[src/rtl/rtc_campos_pkg.sv]
// Shared codes, state encoding and BCD field limits for the RTC field editor.
package rtc_campos_pkg;

    // Clock groups; the same code drives edit mode, read group and write group.
    typedef enum logic [1:0] {
        GRP_NONE  = 2'b00,
        GRP_TIMER = 2'b01,
        GRP_FECHA = 2'b10,
        GRP_HORA  = 2'b11
    } grp_e;

    // Cursor position; field0 is the leftmost byte of a group.
    typedef enum logic [1:0] {
        POS_NONE = 2'b00,
        POS_F2   = 2'b01,
        POS_F1   = 2'b10,
        POS_F0   = 2'b11
    } pos_e;

    typedef enum logic [1:0] {
        ST_IDLE  = 2'b00,
        ST_EDIT  = 2'b01,
        ST_WRITE = 2'b10
    } state_e;

    // Time and timer share hh:mm:ss limits.
    localparam logic [7:0] HH_MIN = 8'h00;
    localparam logic [7:0] HH_MAX = 8'h23;
    localparam logic [7:0] MS_MIN = 8'h00;
    localparam logic [7:0] MS_MAX = 8'h59;

    // Date limits; the upper day and year limits come from module parameters.
    localparam logic [7:0] DD_MIN = 8'h01;
    localparam logic [7:0] MO_MIN = 8'h01;
    localparam logic [7:0] MO_MAX = 8'h12;
    localparam logic [7:0] YY_MIN = 8'h00;

    localparam logic [23:0] HMS_RESET   = 24'h000000;
    localparam logic [23:0] FECHA_RESET = 24'h010100;

    // Byte of a group under the cursor.
    function automatic logic [7:0] campo(input logic [23:0] grp, input pos_e pos);
        logic [7:0] r;
        case (pos)
            POS_F0:  r = grp[23:16];
            POS_F1:  r = grp[15:8];
            POS_F2:  r = grp[7:0];
            default: r = 8'h00;
        endcase
        return r;
    endfunction

    // Group with the byte under the cursor replaced.
    function automatic logic [23:0] pon_campo(input logic [23:0] grp, input pos_e pos,
                                              input logic [7:0] val);
        logic [23:0] r;
        r = grp;
        case (pos)
            POS_F0:  r[23:16] = val;
            POS_F1:  r[15:8]  = val;
            POS_F2:  r[7:0]   = val;
            default: r = grp;
        endcase
        return r;
    endfunction

    // Shadow of one group; anything that is not timer or date selects time.
    function automatic logic [23:0] sombra(input grp_e g, input logic [23:0] timer,
                                           input logic [23:0] fecha, input logic [23:0] hora);
        logic [23:0] r;
        case (g)
            GRP_TIMER: r = timer;
            GRP_FECHA: r = fecha;
            default:   r = hora;
        endcase
        return r;
    endfunction

endpackage

[src/rtl/editor_campos_rtc_bcd_paso.sv]
// One BCD up/down step of a byte field with wrap-around between min and max.
module bcd_paso (
    input  logic [7:0] valor,
    input  logic [7:0] min_val,
    input  logic [7:0] max_val,
    input  logic       up,
    input  logic       down,
    output logic [7:0] salida
);

    logic valido;

    // Step the field; out-of-range or non-BCD values restart at the minimum.
    always_comb begin
        // NOTE: every output gets a default first so no path leaves it unassigned (no latch).
        salida = valor;
        valido = (valor[3:0] <= 4'd9) && (valor[7:4] <= 4'd9) &&
                 (valor >= min_val) && (valor <= max_val);
        if (up && !down) begin
            if (!valido || valor == max_val) begin
                salida = min_val;
            end else if (valor[3:0] == 4'd9) begin
                salida = {valor[7:4] + 4'd1, 4'd0};
            end else begin
                salida = valor + 8'd1;
            end
        end else if (down && !up) begin
            if (!valido) begin
                salida = min_val;
            end else if (valor == min_val) begin
                salida = max_val;
            end else if (valor[3:0] == 4'd0) begin
                salida = {valor[7:4] - 4'd1, 4'd9};
            end else begin
                salida = valor - 8'd1;
            end
        end
    end

endmodule

[src/rtl/editor_campos_rtc.sv]
// Field editor for the RTC groups: button stepping, shadow copies, write-back.
module editor_campos_rtc
    import rtc_campos_pkg::*;
#(
    parameter logic [7:0] DAY_MAX  = 8'h31,
    parameter logic [7:0] YEAR_MAX = 8'h99
) (
    input  logic        clk,
    input  logic        reset,
    input  logic [1:0]  fsm_edit,
    input  logic [1:0]  fsm_pos,
    input  logic        boton_up,
    input  logic        boton_down,
    input  logic        rd_valid,
    input  logic [1:0]  rd_grupo,
    input  logic [23:0] rd_dato,
    output logic        wr_req,
    output logic [1:0]  wr_grupo,
    output logic [23:0] wr_dato,
    input  logic        wr_ack,
    output logic [23:0] disp_dato,
    output logic        editando
);

    // Button path, bit 0 = up, bit 1 = down.
    logic [1:0]  btn_s1_q, btn_s1_d;
    logic [1:0]  btn_s2_q, btn_s2_d;
    logic [1:0]  btn_prev_q, btn_prev_d;
    logic [1:0]  pulso_q, pulso_d;

    state_e      state_q, state_d;
    grp_e        grupo_q, grupo_d;
    logic        dirty_q, dirty_d;
    logic        wr_req_q, wr_req_d;
    logic [1:0]  wr_grupo_q, wr_grupo_d;
    logic [23:0] wr_dato_q, wr_dato_d;
    logic [23:0] timer_q, timer_d;
    logic [23:0] fecha_q, fecha_d;
    logic [23:0] hora_q, hora_d;

    pos_e        pos;
    logic [23:0] sombra_edit;
    logic [23:0] editado;
    logic [7:0]  paso_in, paso_out, lim_min, lim_max;
    logic        paso_en;

    assign pos = pos_e'(fsm_pos);

    // Synchronise both buttons and turn each rising edge into a one-cycle pulse.
    always_comb begin
        btn_s1_d   = {boton_down, boton_up};
        btn_s2_d   = btn_s1_q;
        btn_prev_d = btn_s2_q;
        pulso_d    = btn_s2_q & ~btn_prev_q;
    end

    // Select the field under the cursor of the edited group and its limits.
    always_comb begin
        sombra_edit = sombra(grupo_q, timer_q, fecha_q, hora_q);
        paso_in     = campo(sombra_edit, pos);
        lim_min     = HH_MIN;
        lim_max     = HH_MAX;
        if (grupo_q == GRP_FECHA) begin
            case (pos)
                POS_F0:  begin lim_min = DD_MIN; lim_max = DAY_MAX;  end
                POS_F1:  begin lim_min = MO_MIN; lim_max = MO_MAX;   end
                default: begin lim_min = YY_MIN; lim_max = YEAR_MAX; end
            endcase
        end else if (pos != POS_F0) begin
            lim_min = MS_MIN;
            lim_max = MS_MAX;
        end
    end

    bcd_paso u_paso (
        .valor   (paso_in),
        .min_val (lim_min),
        .max_val (lim_max),
        .up      (pulso_q[0]),
        .down    (pulso_q[1]),
        .salida  (paso_out)
    );

    // Shadow updates (read data, then edits) and the session/write FSM.
    always_comb begin
        state_d    = state_q;
        grupo_d    = grupo_q;
        dirty_d    = dirty_q;
        wr_req_d   = wr_req_q;
        wr_grupo_d = wr_grupo_q;
        wr_dato_d  = wr_dato_q;
        timer_d    = timer_q;
        fecha_d    = fecha_q;
        hora_d     = hora_q;
        editado    = pon_campo(sombra_edit, pos, paso_out);
        paso_en    = (state_q == ST_EDIT) && (pos != POS_NONE) && (pulso_q[0] ^ pulso_q[1]);

        // The group owned by an open session never takes read data.
        if (rd_valid && !((state_q != ST_IDLE) && (rd_grupo == grupo_q))) begin
            case (grp_e'(rd_grupo))
                GRP_TIMER: timer_d = rd_dato;
                GRP_FECHA: fecha_d = rd_dato;
                GRP_HORA:  hora_d  = rd_dato;
                default:   ;
            endcase
        end

        if (paso_en) begin
            dirty_d = 1'b1;
            case (grupo_q)
                GRP_TIMER: timer_d = editado;
                GRP_FECHA: fecha_d = editado;
                default:   hora_d  = editado;
            endcase
        end

        case (state_q)
            ST_IDLE: begin
                if (fsm_edit != GRP_NONE) begin
                    state_d = ST_EDIT;
                    grupo_d = grp_e'(fsm_edit);
                    dirty_d = 1'b0;
                end
            end
            ST_EDIT: begin
                if (fsm_edit != grupo_q) begin
                    if (dirty_d) begin
                        state_d    = ST_WRITE;
                        wr_req_d   = 1'b1;
                        wr_grupo_d = grupo_q;
                        wr_dato_d  = sombra(grupo_q, timer_d, fecha_d, hora_d);
                    end else begin
                        state_d = ST_IDLE;
                    end
                end
            end
            ST_WRITE: begin
                if (wr_ack) begin
                    state_d  = ST_IDLE;
                    wr_req_d = 1'b0;
                    dirty_d  = 1'b0;
                end
            end
            default: state_d = ST_IDLE;
        endcase
    end

    // State registers; reset drops any pending write.
    always_ff @(posedge clk or negedge reset) begin
        if (!reset) begin
            btn_s1_q   <= 2'b00;
            btn_s2_q   <= 2'b00;
            btn_prev_q <= 2'b00;
            pulso_q    <= 2'b00;
            state_q    <= ST_IDLE;
            grupo_q    <= GRP_NONE;
            dirty_q    <= 1'b0;
            wr_req_q   <= 1'b0;
            wr_grupo_q <= 2'b00;
            wr_dato_q  <= 24'h000000;
            // NOTE: the shadows are plain registers, not a RAM, so they take a defined reset value.
            timer_q    <= HMS_RESET;
            fecha_q    <= FECHA_RESET;
            hora_q     <= HMS_RESET;
        end else begin
            // NOTE: non-blocking assignments so every flop samples pre-edge values.
            btn_s1_q   <= btn_s1_d;
            btn_s2_q   <= btn_s2_d;
            btn_prev_q <= btn_prev_d;
            pulso_q    <= pulso_d;
            state_q    <= state_d;
            grupo_q    <= grupo_d;
            dirty_q    <= dirty_d;
            wr_req_q   <= wr_req_d;
            wr_grupo_q <= wr_grupo_d;
            wr_dato_q  <= wr_dato_d;
            timer_q    <= timer_d;
            fecha_q    <= fecha_d;
            hora_q     <= hora_d;
        end
    end

    // Display path follows the edit mode directly; mode 00 shows the time.
    always_comb begin
        disp_dato = sombra(grp_e'(fsm_edit), timer_q, fecha_q, hora_q);
    end

    assign wr_req   = wr_req_q;
    assign wr_grupo = wr_grupo_q;
    assign wr_dato  = wr_dato_q;
    assign editando = (state_q == ST_EDIT);

endmodule

[config.mk]
export PLATFORM = sky130hd
export DESIGN_NAME = editor_campos_rtc
export DESIGN_NICKNAME = d
export VERILOG_FILES = /design/src/rtl/rtc_campos_pkg.sv /design/src/rtl/editor_campos_rtc_bcd_paso.sv /design/src/rtl/editor_campos_rtc.sv
export SDC_FILE = /design/constraint.sdc
export NUM_CORES = 1
export LEC_CHECK = 0
export CAP_MARGIN = 20
export CORE_MARGIN = 2
export CORE_UTILIZATION = 40
export CTS_BUF_LIST = sky130_fd_sc_hd__clkbuf_4
export DETAILED_ROUTE_END_ITERATION = 6
export HOLD_SLACK_MARGIN = 0.15
export SYNTH_ARGS = -nofsm -noshare
export SYNTH_HDL_FRONTEND = slang
export SYNTH_SLANG_ARGS = --single-unit
export TNS_END_PERCENT = 5
[constraint.sdc]
create_clock -name clk -period 6.8 [get_ports clk]
set_input_delay 1.02 -clock clk [delete_from_list [all_inputs] [get_ports clk]]
set_output_delay 1.02 -clock clk [all_outputs]
set_load 0.02 [all_outputs]
# Word level (Yosys, flattened, before mapping)
# Cells that the tools add are included.
# Widths: inputs -> output; s select.
[op_classes] reduce_logical=26 bitwise=3 n_mux=44 n_lt_le_gt_ge=4 n_eq_ne=22 n_addsub=4
[ops] operator="$mux 24" n=12
[ops] operator="$pmux 24 s2" n=3
[ops] operator="$mux 8" n=12
[ops] operator="$pmux 8 s3" n=1
[ops] operator="$eq 8x8->1" n=2
[ops] operator="$pmux 8 s2" n=1
[ops] operator="$eq 2x2->1 const B" n=7
[ops] operator="$eq 2x1->1 const B" n=5
[ops] operator="$logic_and 1x1->1" n=9
[ops] operator="$add 8x1->8 const B" n=1
[ops] operator="$ge 8x8->1" n=1
[ops] operator="$le 4x4->1 const B" n=2
[ops] operator="$le 8x8->1" n=1
[ops] operator="$mux 2" n=4
[ops] operator="$reduce_bool 2->1" n=4
[ops] operator="$sub 8x1->8 const B" n=1
[ops] operator="$mux 1" n=7
[ops] operator="$mux 7" n=1
[ops] operator="$ne 2x2->1 const B" n=3
[ops] operator="$pmux 2 s3" n=1
[ops] operator="$reduce_and 3->1" n=2
[ops] operator="$add 4x1->4 const B" n=1
[ops] operator="$eq 4x4->1 const B" n=1
[ops] operator="$logic_not 1->1" n=4
[ops] operator="14 further kinds" n=17
[totals] out_inout_bits=52 elab_cells=116 regBits=112 in_bits=36

# Longest topological paths before layout
[depth] ltp_word=15 mapped_depth=20 depth_no_buf=16

# Modules after synthesis
# A second synthesis with hierarchy kept.
[unflattened] cells_unflattened=1052 hier_area_um2=8792.2
[by_module_without_submodules] module="editor_campos_rtc" area_per_inst_um2=7627.3 seq_area_each_um2=2805.2 n_inst=1 cells_per_inst=871
[by_module_without_submodules] module="bcd_paso" area_per_inst_um2=1164.9 seq_area_each_um2=0.0 n_inst=1 cells_per_inst=181

# Least setup slack after synthesis
# Ideal clock, no wire load.
[synth_path] kind="flip-flop to flip-flop" from="register grupo_q[0]" to="register wr_dato_q[14] (netlist: wr_dato[14])" stages_incl_launch_ff=19 t_required_ns=6.734 slack_ns=2.324 setup_time_ns=0.066 period_less_slack_ns=4.476 n_path_buf=2 t_arrival_ns=4.410 cell_sequence="dfrtp_1 -> inv_1 -> ha_1 -> buf_2 -> inv_1 -> clkbuf_1 -> o21ai_0 -> mux2i_1 -> a21oi_1 -> inv_1 -> ha_1 -> a21o_1 -> a21o_1 -> a21o_1 -> nor4_2 -> a21oi_2 -> a311oi_4 -> o31a_1 -> a221o_1"
[synth_between] elab_chain_len=15 elab_cells_between_ends=48 cone_classes="4 x add/sub; 4 x order compare; 7 x eq/ne; 22 x mux; 11 x reduce/logical"
[synth_rtl] element="start, declared" line_no="editor_campos_rtc.sv:32" source="grp_e grupo_q, grupo_d;"
[synth_rtl] element="start signal, assigned" line_no="editor_campos_rtc.sv:172" source="grupo_q <= grupo_d;"
[synth_rtl] element="branches (longest 13 deep; another with $sub 8x1->8)"
[synth_rtl] element="$mux 24 (*)" line_no="editor_campos_rtc.sv:108" source="if (paso_en) begin"
[synth_rtl] element="via hora_d[14]" line_no="editor_campos_rtc.sv:39" source="logic [23:0] hora_q, hora_d;"
[synth_rtl] element="$pmux 24 s2 (*)" line_no="rtc_campos_pkg.sv:71" source="case (g)"
[synth_rtl] element="end signal, assigned" line_no="editor_campos_rtc.sv:176" source="wr_dato_q <= wr_dato_d;"
[synth_rtl] element="end, declared" line_no="editor_campos_rtc.sv:36" source="logic [23:0] wr_dato_q, wr_dato_d;"
# Mark *: on every way through the listed nets, which the timed path passes.
# A chain may end at the register's enable or synchronous reset.

# Worst setup path after layout
[layout_path] from="register grupo_q[1]" to="register fecha_q[13]"
[layout_between] elab_chain_len=14 elab_cells_between_ends=38 cone_classes="4 x add/sub; 4 x order compare; 6 x eq/ne; 15 x mux; 9 x reduce/logical"
[layout_rtl] element="branches (longest 13 deep; another with $sub 8x1->8)"
[layout_rtl] element="$mux 24 (*)" line_no="editor_campos_rtc.sv:108"
[layout_rtl] element="via fecha_d[13]" line_no="editor_campos_rtc.sv:38" source="logic [23:0] fecha_q, fecha_d;"
[layout_rtl] element="end signal, assigned" line_no="editor_campos_rtc.sv:178" source="fecha_q <= fecha_d;"
[layout_rtl] element="end, declared" line_no="editor_campos_rtc.sv:38"
# Marks and branches as above.

==> results.txt <==
- The initial utilization of the core area, before any placement, comes to 0.404.
* Number of enable-type register cells in the synthesized netlist: 0
- Dividing the final minimum period by the clock period gives 0.813.
- Clock tree synthesis inserted a total of 9 buffers.
- Mapped Area: 0.00840 mm2
- Summed over all layers, the global routing overflow is 0.
* Arrival time of the worst setup path: 5.97 ns
- At the worst endpoint, the required time is 7.25 ns.
* Launching element type of the critical path: register
- Unrepaired setup endpoints after global routing: false
- The number of hold buffers added after CTS was 0.
- Post-synthesis register bit count: 112
- Worst hold path depth: 0
- Family with the most delay on the worst path: compound AO/OA/AOI/OAI gates
* Per-instance average area after synthesis: 8.64 um2
* Antenna violations before repair: 1
- GR Util All Layers: 0.271
- Yosys warns: 0
- Power density relative to cell area: 557 mW/mm2
- Relative to the synthesized area, the layout overhead comes to 14.9%.
- Critical path peak fanout: 15
- Result of the run: complete, no violations
- Post-CTS repair changed the size of 0 cells.
* Proportion of synthesized chip area in sequential cells: 0.334
* Via count of the first global-routing pass: 7889
- STA classifies the critical path endpoint as a register.
- Routed via count: 8309
* Largest buffer count on any clock path: 2
- TritonCTS built the clock tree.
- Switching share of total power: 0.542
- Synth cell types: 73
- Fraction of registers with async set or reset after synthesis: 1.00
* Portion of total power attributed to combinational logic: 0.713
- Part of the power in the clock network: 0.059
- In the routed layout, each cell is associated on average with a via count of 6.35.
- Max-slew violation count: 0
- For this run, the detailed router's first-pass iteration total came to 5.
- In the routed design, unresolved DRC markers number 0.
- Once detail routing completed, the nets flagged for antenna violations numbered 0.
* Max Fclk: 0.181 GHz
- Total half-perimeter wirelength after legalization and detailed placement: 20.9 mm
- Pin placement for this block handled 88 I/O pins.
* Pin count of the biggest net entering global routing: 65
- By startpoint and endpoint, the worst setup path is classified as register to register.
- Leaving out fill and tap cells, the most frequent cell in the layout is sky130_fd_sc_hd__nand2_1.
* Gate count of the mapped netlist: 973
- In this design, the stage delay of the slowest critical-path cell is 0.71 ns.
* Full die area: 0.0222 mm2
- Buffers added to address setup during post-CTS repair amount to 0.
- At the later pin of the worst-skew pair, clock insertion delay measures 0.52 ns.
- The tree is rooted in a sky130_fd_sc_hd__clkbuf_4.
* Nets: 1084
* Reported leakage power: 4.31 nW
* CTS H-tree depth: 3
- Max cap viols: 0
- Wire length of the first global-routing pass: 46.3 mm
- At the pin with the least slew margin, the transition time is 1.19 ns.
- Cells along the critical path: inv_1 > ha_1 > a221o_1 > o21ai_0 > mux2i_1 > a22o_1 > inv_1 > ha_1 > nor2_1 > a21oi_1 > a21oi_1 > a311oi_4 > nand4_2 > o221ai_1 > o21ai_0 > mux2i_1
* Most frequent cells in the layout: sky130_fd_sc_hd__nand2_1 (138), sky130_fd_sc_hd__dfrtp_1 (110), sky130_fd_sc_hd__mux2i_1 (106), sky130_fd_sc_hd__clkdlybuf4s50_1 (86), sky130_fd_sc_hd__nor2_1 (80)
- Power comes to 5.38 mW.
* Net switching power of the design: 2.91 mW
* Worst reg-to-reg path cell count: 16
* Die X: 149 um
* Most used DFF post-synth: sky130_fd_sc_hd__dfrtp_1
- In this run the core area contains 53 standard-cell rows.
- Min cycle time layout: 5.53 ns
* Type of the tightest min-delay check: register to register
- Num Clock Sinks: 112
* Fillers: 2070
* Final RePlAce weighted congestion: 1.07
- VDD sags by at most 0.202 mV.
* Number of DRC markers after the initial detailed-route iteration: 851
- Sequential share of power: 0.228
- Setup TNS: 0 ns
- Of the cells placed in the final design, the portion with a size suffix greater than 1 is 0.0833.
- Setup violations remaining at the end of the flow were counted as 0.
- Cell internal power was estimated by the tool at 2.46 mW.
- In the final routed layout, each cell accounts on average for 23.0 um.
- Syn_nets: 1029
* Worst path depth: 16
- The final layout contains routed wiring with a total length of 30.2 mm.
- Between clock sinks in the finished design, the worst skew comes to 0.0273 ns.
- The number of endpoints with negative hold slack in the final report came to 0.
- The floorplan step defined a core boundary enclosing 0.0208 mm2.
* Headroom to the max-slew limit: 0.209
* Clock-pin slew of the registers on the worst-case setup and hold paths: 0.19 ns
- Slowest stage cell, crit path: sky130_fd_sc_hd__a311oi_4
* Bufs and invs on worst path: 2
* Count of input and output buffers: 87
* Die height: 149 um
-- final timing paths --
path,from,endpoint,slack (ns)
max in group asynchronous,reset,pulso_q[1],5.04
min in group asynchronous,reset,hora_q[12],0.57
hold reg to reg,btn_s1_q[1],btn_prev_d[1],0.37
setup / recovery,grupo_q[1],fecha_q[13],1.27
setup reg to reg,grupo_q[1],fecha_q[13],1.27
hold / removal,btn_s1_q[1],btn_prev_d[1],0.37
-- per-stage QoR --
| step | area, um2 | utilization | instances | setup slack [ns] | hold WS (ns) |
|---|---|---|---|---|---|
| finish | 9660 | 0.464 | 1309 | 1.27 | 0.373 |
| CTS | 9660 | 0.464 | 1308 | 1.41 | 0.376 |
| floorplan | 8400 | - | 973 | 2.32 | 0.331 |
| detailed placement | 9540 | 0.458 | 1292 | 1.00 | 0.337 |
| global placement | 9530 | 0.458 | 1291 | 1.14 | 0.334 |
| global route | 9660 | 0.464 | 1309 | 0.886 | 0.382 |
-- cells by family after synthesis --
| family | Yosys count | synth area share |
|---|---|---|
| compound gates | 310 | 0.278 |
| xor+xnor | 3 | 0.00313 |
| fa+ha+maj | 20 | 0.0298 |
| buf+inv | 99 | 0.0518 |
| flops | 112 | 0.334 |
| mux | 110 | 0.133 |
| simple gates | 319 | 0.171 |
-- power by group through the flow --
stage	sequential [mW]	clock [mW]	combinational, mW
global route	1.27	0.351	4.11
finish	1.23	0.316	3.84
global placement	1.23	0	3.74
CTS	1.22	0.327	3.76
detailed placement	1.24	0	3.74
floorplan	1.25	0	2.58
-- registers in the layout, indices dropped and copies added, names as in the netlist, 2 cells and up --
| register | count |
|---|---|
| fecha_q | 24 |
| hora_q | 24 |
| timer_q | 24 |
| wr_dato | 24 |
| btn_prev_d | 2 |
| btn_prev_q | 2 |
| btn_s1_q | 2 |
| grupo_q | 2 |
| pulso_q | 2 |
| state_q | 2 |
| wr_grupo | 2 |
-- area by class of cell --
class                   count  area [um2]  area share
diodes                      1        2.50    0.000259
clock buffers              10        75.1     0.00777
clock inverters             6        36.3     0.00376
inverters                  25        93.8     0.00972
multi-input cells         762        5190       0.538
flip-flops and latches    112        2810       0.290
well taps                 275         344      0.0356
repair buffers            118        1110       0.115
-- worst register-to-register path: cells and delay by family, from the launching register on --
| kind | cells | cell delay (ns) |
|---|---|---|
| AO/OA/AOI/OAI | 8 | 2.88 |
| multiplexers | 2 | 0.36 |
| flip-flops | 1 | 0.52 |
| buffers and inverters | 2 | 0.37 |
| adder cells (fa/ha/maj) | 2 | 0.86 |
| AND/OR/NAND/NOR | 2 | 0.47 |
-- cell usage after synthesis (19+ instances only) --
library cell | number | share of area
sky130_fd_sc_hd__ha_1 | 20 | 0.030
sky130_fd_sc_hd__inv_1 | 25 | 0.011
sky130_fd_sc_hd__a221oi_1 | 28 | 0.029
sky130_fd_sc_hd__nor3_1 | 20 | 0.012
sky130_fd_sc_hd__nand2_1 | 138 | 0.062
sky130_fd_sc_hd__a22oi_1 | 46 | 0.041
sky130_fd_sc_hd__dfrtp_1 | 110 | 0.33
sky130_fd_sc_hd__a221o_1 | 19 | 0.023
sky130_fd_sc_hd__nor2_1 | 80 | 0.036
sky130_fd_sc_hd__o21ai_0 | 34 | 0.020
sky130_fd_sc_hd__a21oi_1 | 52 | 0.031
sky130_fd_sc_hd__mux2i_1 | 106 | 0.13
sky130_fd_sc_hd__clkbuf_1 | 46 | 0.021
sky130_fd_sc_hd__o22ai_1 | 34 | 0.025
sky130_fd_sc_hd__nand3_1 | 21 | 0.013
-- metal layers --
layer,routed length (um),vias up,GRT usage
met5,0,-,0
met4,650,0,0.0819
met3,2070,58,0.0401
met2,13800,379,0.426
met1,13700,4109,0.387
li1,-,3763,-
(Power assumes the default switching activity.)
